==> src/rtl/my_alu_core.sv <==
// Register-fed 8-bit ALU: push-buttons capture a shared switch bus into
// operand A, operand B or the opcode; the result is combinational from them.
module my_alu_core #(
    parameter int unsigned BUS_SIZE = 8,
    parameter int unsigned OP_SIZE  = 6
) (
    input  logic                i_clock,
    input  logic                i_reset,
    input  logic [BUS_SIZE-1:0] i_swiches,
    input  logic                i_boton1,
    input  logic                i_boton2,
    input  logic                i_boton3,
    output logic [BUS_SIZE-1:0] o_ALUout,
    output logic                o_carry
);

    typedef enum logic [OP_SIZE-1:0] {
        OP_ADD = OP_SIZE'(6'b100000),
        OP_SUB = OP_SIZE'(6'b100010),
        OP_AND = OP_SIZE'(6'b100100),
        OP_OR  = OP_SIZE'(6'b100101),
        OP_XOR = OP_SIZE'(6'b100110),
        OP_NOR = OP_SIZE'(6'b100111),
        OP_SRA = OP_SIZE'(6'b000011),
        OP_SRL = OP_SIZE'(6'b000010)
    } alu_op_e;

    logic [BUS_SIZE-1:0] reg_a;
    logic [BUS_SIZE-1:0] reg_b;
    logic [OP_SIZE-1:0]  reg_op;
    logic [BUS_SIZE:0]   result;
    logic                big_shift;

    // Buttons are level-sampled; every pressed button loads the same switch value.
    always_ff @(posedge i_clock or posedge i_reset) begin
        if (i_reset) begin
            reg_a  <= '0;
            reg_b  <= '0;
            reg_op <= '0;
        end else begin
            if (i_boton1) reg_a  <= i_swiches;
            if (i_boton2) reg_b  <= i_swiches;
            if (i_boton3) reg_op <= i_swiches[OP_SIZE-1:0];
        end
    end

    assign big_shift = (reg_b >= BUS_SIZE[BUS_SIZE-1:0]);

    always_comb begin
        result = '0;
        case (reg_op)
            OP_ADD: result = {1'b0, reg_a} + {1'b0, reg_b};
            OP_SUB: result = {1'b0, reg_a} - {1'b0, reg_b};
            OP_AND: result = {1'b0, reg_a & reg_b};
            OP_OR:  result = {1'b0, reg_a | reg_b};
            OP_XOR: result = {1'b0, reg_a ^ reg_b};
            OP_NOR: result = {1'b0, ~(reg_a | reg_b)};
            OP_SRA: begin
                if (big_shift)
                    result = {1'b0, {BUS_SIZE{reg_a[BUS_SIZE-1]}}};
                else
                    result = {1'b0, BUS_SIZE'($signed(reg_a) >>> reg_b)};
            end
            OP_SRL: begin
                if (big_shift)
                    result = '0;
                else
                    result = {1'b0, reg_a >> reg_b};
            end
            default: result = '0;
        endcase
    end

    assign o_ALUout = result[BUS_SIZE-1:0];
    assign o_carry  = result[BUS_SIZE];

endmodule

==> config.mk <==
export PLATFORM = sky130hd
export DESIGN_NAME = my_alu_core
export DESIGN_NICKNAME = d
export VERILOG_FILES = /design/src/rtl/my_alu_core.sv
export SDC_FILE = /design/constraint.sdc
export NUM_CORES = 1
export LEC_CHECK = 0
export CAP_MARGIN = 20
export CELL_PAD_IN_SITES_DETAIL_PLACEMENT = 1
export CELL_PAD_IN_SITES_GLOBAL_PLACEMENT = 1
export CORE_MARGIN = 2
export CORE_UTILIZATION = 45
export CTS_BUF_LIST = sky130_fd_sc_hd__clkbuf_16
export CTS_CLUSTER_DIAMETER = 150
export DETAILED_ROUTE_END_ITERATION = 16
export PLACE_DENSITY = 0.86
export SYNTH_ARGS = -nofsm -noshare
export SYNTH_HDL_FRONTEND = slang
export SYNTH_SLANG_ARGS = --single-unit
==> constraint.sdc <==
create_clock -name i_clock -period 4.1 [get_ports i_clock]
set_clock_uncertainty 0.15 [all_clocks]
set_input_delay 0.41 -clock i_clock [delete_from_list [all_inputs] [get_ports i_clock]]
set_output_delay 0.41 -clock i_clock [all_outputs]
set_load 0.02 [all_outputs]
After elaboration in Yosys (flattened, before gate mapping)
Cells that the tools add are included.
Cells by class
  multiplexer cells: 3
  reduce and logical (&&, ||, !) cells: 0
  shift-type cells: 2
  magnitude comparators: 1
  equal/unequal tests: 8
  bitwise gates (word level): 4
  add/sub/neg operators: 2
  div/mod/pow operators: 0
  multiply operators: 0
Operator list (number)
  9-bit one-hot mux with 8 select lines: 1
  6-bit == test (second input constant): 6
  8-bit 2-to-1 mux: 2
  6-bit by 2-bit == test with 1-bit output (second input constant): 2
  8-bit by 8-bit adder with 9-bit output: 1
  8-bit by 8-bit subtractor with 9-bit output: 1
  8-bit bitwise AND: 1
  8-bit by 4-bit >= comparator with 1-bit output (second input constant): 1
  8-bit inverter: 1
  8-bit bitwise OR: 1
  8-bit by 8-bit right shift with 8-bit output: 1
  8-bit by 8-bit >>> shifter with 8-bit output: 1
  8-bit bitwise XOR: 1
Word-level totals
  memory bits (writable): 0
  ROM bits: 0
  latch bits: 0
  output and inout bits: 9
  flip-flop bits (word level): 22
  memories: 0

Depth between registers and ports, before layout
  word-level depth: 3
  mapped depth: 13
  gate-level depth less buffers: 11

Least setup slack after synthesis
OpenSTA, ideal clock, no wires.
  path kind: register to output
  from: reg reg_op[3]
  to: out o_ALUout[7]
  cell stages (with the launch flop): 12
  arrival: 3.293 ns
  setup slack: 0.247 ns
  required time: 3.540 ns
  cells stage by stage: dfrtp_1 -> nor3_2 -> and3b_1 -> buf_6 -> and2_1 -> buf_2 -> mux2i_1 -> ha_1 -> nor2b_1 -> o31a_1 -> o211a_1 -> o311ai_0
Between the ends
  word-level cells in the longest chain between the ends: 2
  elaborated cells on any way between the ends: 9
  classes of those cells: eq/ne: 8; mux: 1
Ends and longest elaborated chain
  start, declared: RTL line 30  | logic [OP_SIZE-1:0] reg_op;
  start signal, assigned: RTL line 43  | if (i_boton3) reg_op <= i_swiches[OP_SIZE-1:0];
  6-bit by 2-bit == test with 1-bit output or 6-bit == test (tied branches): RTL line 51  | case (reg_op)
  9-bit one-hot mux with 8 select lines *: RTL line 51
  end, declared: RTL line 13  | output logic [BUS_SIZE-1:0] o_ALUout,
Every way passes the cells marked *; elsewhere a longest branch is shown, timed or not.

Final worst setup path
  from: reg reg_op[3]
  to: out o_ALUout[5]
Same word-level chain as after synthesis.

==> results.ini <==
[power_and_ir_drop]
finalPower_mw=0.9429
power_frac_seq_pct=29.0
netSwitchingPower_mw=0.3330
share_comb_of_total_power_pct=42.0
p_leak_nw=1.310
internal-power_mw=0.6099
clockPowerShare_pct=29.0
p_per_area_nw_per_um2=330.5
vdd_ir_drop_max_mv=0.2523
switching_share_pct=35.31

[grt]
antenna_found_initial=0
grt_pass1_vias=2349
overflow=0
grt_max_degree=26
grt_pass1_wl_mm=12.26
gr-usage-all-layers_pct=25.40

[setup_path]
crit_required_ps=3540
crit_type=flip-flop to output port
critPathArrivalTime_ps=3350
cp.depth=11
crit_slowest_cell=a2111o_1
critPathBufInv=1
reg2reg_to=reg_a[7]
critPathLaunchType=flip-flop
crit_start=reg_op[3]
r2r-start=reg_a[7]
worst_setup_path_end_kind=output port
r2r_slack_ps=2810
setup.worst_path.end=o_ALUout[5]
worstPathCellList=nor3_2 -> and3b_1 -> and2_2 -> mux2i_2 -> ha_1 -> nor2b_1 -> o31a_1 -> o21ai_1 -> xnor2_1 -> a2111o_1 -> dlygate4sd2_1
cp_slowest_stage_delay_ps=430
critPathMaxFanout=5
r2r.worst_path.cells=2
cp_top_family=compound AO/OA/AOI/OAI gates

[logic_synthesis]
syn_inst=283
synth_area_um2=2487
ys_ff_latch=22
syn_nets=322
synth_edf_count=0
synth_flop_cell=dfrtp_1
synthTopCellsByArea=dfrtp_1 (22%), ha_1 (13%), mux2i_1 (4.4%)
seq_area_frac_synth_pct=22.13
synthDistinctLibCells=60
avgSynthCellArea_um2=8.789
synth_top_cell_by_area=dfrtp_1
yosys_warnings=0
synth_top_area_share_pct=22.13
async_reset_ff_share_pct=100.0

[route]
first_pass_iters=4
viasPerCell=5.992
drtAntennaViolNets=0
wl_met3_um=310
vias=2241
wl_per_cell_um=19.36
drc=0
topRoutingLayerUsed=met4
drt-initial-drc-count=257
wl_met1_mm=3.289
route.met2.wl_mm=3.527
routed_wl_mm=7.241

[flow_run]
maxCapViolCount=0

[sta]
min_period_ps=3907
rsz0062_at_grt=no
setup-tns-final_ps=0
slew_viol_final=0
fmax_mhz=255.9
tightest_slew_ps=838.3
period_share_pct=95.29
setup_viol=0
relSlewSlack_pct=44.05
hold_viol_final=0

[clock_network]
numCtsBuffers=3
htree_levels=1
cts_tree=done
cts_root_buf=clkbuf_16
clock_path_buffers=2
ctsHoldBuffers=0
cts.sinks=22
clkTransAtPathRegs_ps=60
clkLatencyLatePin_ps=250

[die]
die_h_um=78.35
ios=22
die_x_um=78.35
initial_utilization_pct=46.02
dieArea_um2=6138
num_rows=27
core_um2=5405

[placement]
hpwl_mm=5.588
dpl.cell_count=370
gp_congestion=0.8868
io_buffers=21

[layout]
final_cell_mix=nand2_1 (28), ha_1 (25), dfrtp_1 (22)
areaGrowthSynthToFinish_pct=14.69
antenna_cells=0
stdcell_count=374
drive_gt1_share_pct=13.25
final_common_cell=nand2_1
nNetsFinal=342

[hold_path]
hp-class=flip-flop to flip-flop

[status]
status=finished, final reports clean

==> what timing repair did <==
item / in CTS / in global routing
resized for setup: 3 / 6
hold endpoints to repair: 0 / 0
buffers inserted: 0 / 0
setup endpoints to repair: 2 / 5
==> synth_stat cells, drive strengths merged, types with 2 or more instances <==
cell	n
a31oi	3
mux2i	11
xnor2	12
nor2b	7
nand3	2
nand4	3
a41oi	3
and2	2
inv	17
a21o	3
nor2	14
nor3	5
o211ai	4
o21a	2
mux2	7
nor4	3
dfrtp	22
a211o	2
o31ai	2
nand2	28
clkbuf	9
ha	25
buf	8
o22ai	2
o21ai	25
nor3b	2
or2	2
a211oi	12
and3	4
mux4	4
xor2	7
nand3b	2
a21oi	15
==> through the flow <==
step | util, % | hold WS, ps | instance area (um^2) | setup slack [ps]
4_1_cts | 52.50 | 413.7 | 2838 | 27.72
5_1_grt | 52.78 | 448.5 | 2853 | 25.13
2_1_floorplan | - | 249.2 | 2487 | 247.3
6_report | 52.78 | 411.0 | 2853 | 192.9
3_5_place_dp | 50.49 | 394.0 | 2729 | 129.9
3_3_place_gp | 50.49 | 384.5 | 2729 | 303.6
==> power by group through the flow <==
stage          combinational [mW]  clock [mW]  sequential (mW)
2_1_floorplan               0.294           0            0.264
6_report                    0.396       0.273            0.274
3_3_place_gp                0.370           0            0.274
3_5_place_dp                0.388           0            0.277
4_1_cts                     0.394       0.278            0.273
5_1_grt                     0.441       0.288            0.277
==> state kept, by name, indices dropped and copies added, names as in the netlist <==
| name | count |
|---|---|
| reg_a | 8 |
| reg_b | 8 |
| reg_op | 6 |
==> kinds of logic (layout without fill, tap and decap cells) <==
| logic type | after synthesis | in the layout | synth area share, % |
|---|---|---|---|
| adders and majority gates | 26 | 26 | 13.38 |
| xor gates and xnor gates | 19 | 19 | 6.690 |
| DFF | 22 | 22 | 22.13 |
| muxes | 22 | 22 | 11.32 |
| AOI/OAI and AO/OA | 83 | 83 | 21.88 |
| buffers and inverters | 35 | 54 | 8.400 |
| and+or+nand+nor | 76 | 76 | 16.20 |
==> area by class of cell <==
class                           instances  area [um^2]
Timing Repair Buffer                   32        301.5
Tap cell                               72        90.09
Clock buffer                            3        75.07
Clock inverter                          1        30.03
Inverter                               18        67.56
Sequential cell                        22        550.5
Multi-Input combinational cell        226         1738
Fill cell                             650         2552
==> layer usage <==
layer	up-vias	global-route usage [%]
met5	-	0
met4	0	5.263
met3	14	2.184
met2	68	43.28
met1	1093	35.31
li1	1066	-
==> worst min-delay path by stage <==
stage               startpoint         to  slack (ps)  cells after the start
floorplan              i_reset   reg_a[0]         250                      1
global placement     reg_op[3]  reg_op[3]         380                      1
detailed placement   reg_op[3]  reg_op[3]         390                      1
CTS                  reg_op[3]  reg_op[3]         410                      1
global route         reg_op[4]  reg_op[4]         450                      1
finish               reg_op[4]  reg_op[4]         410                      1
(Power assumes the default switching activity.)
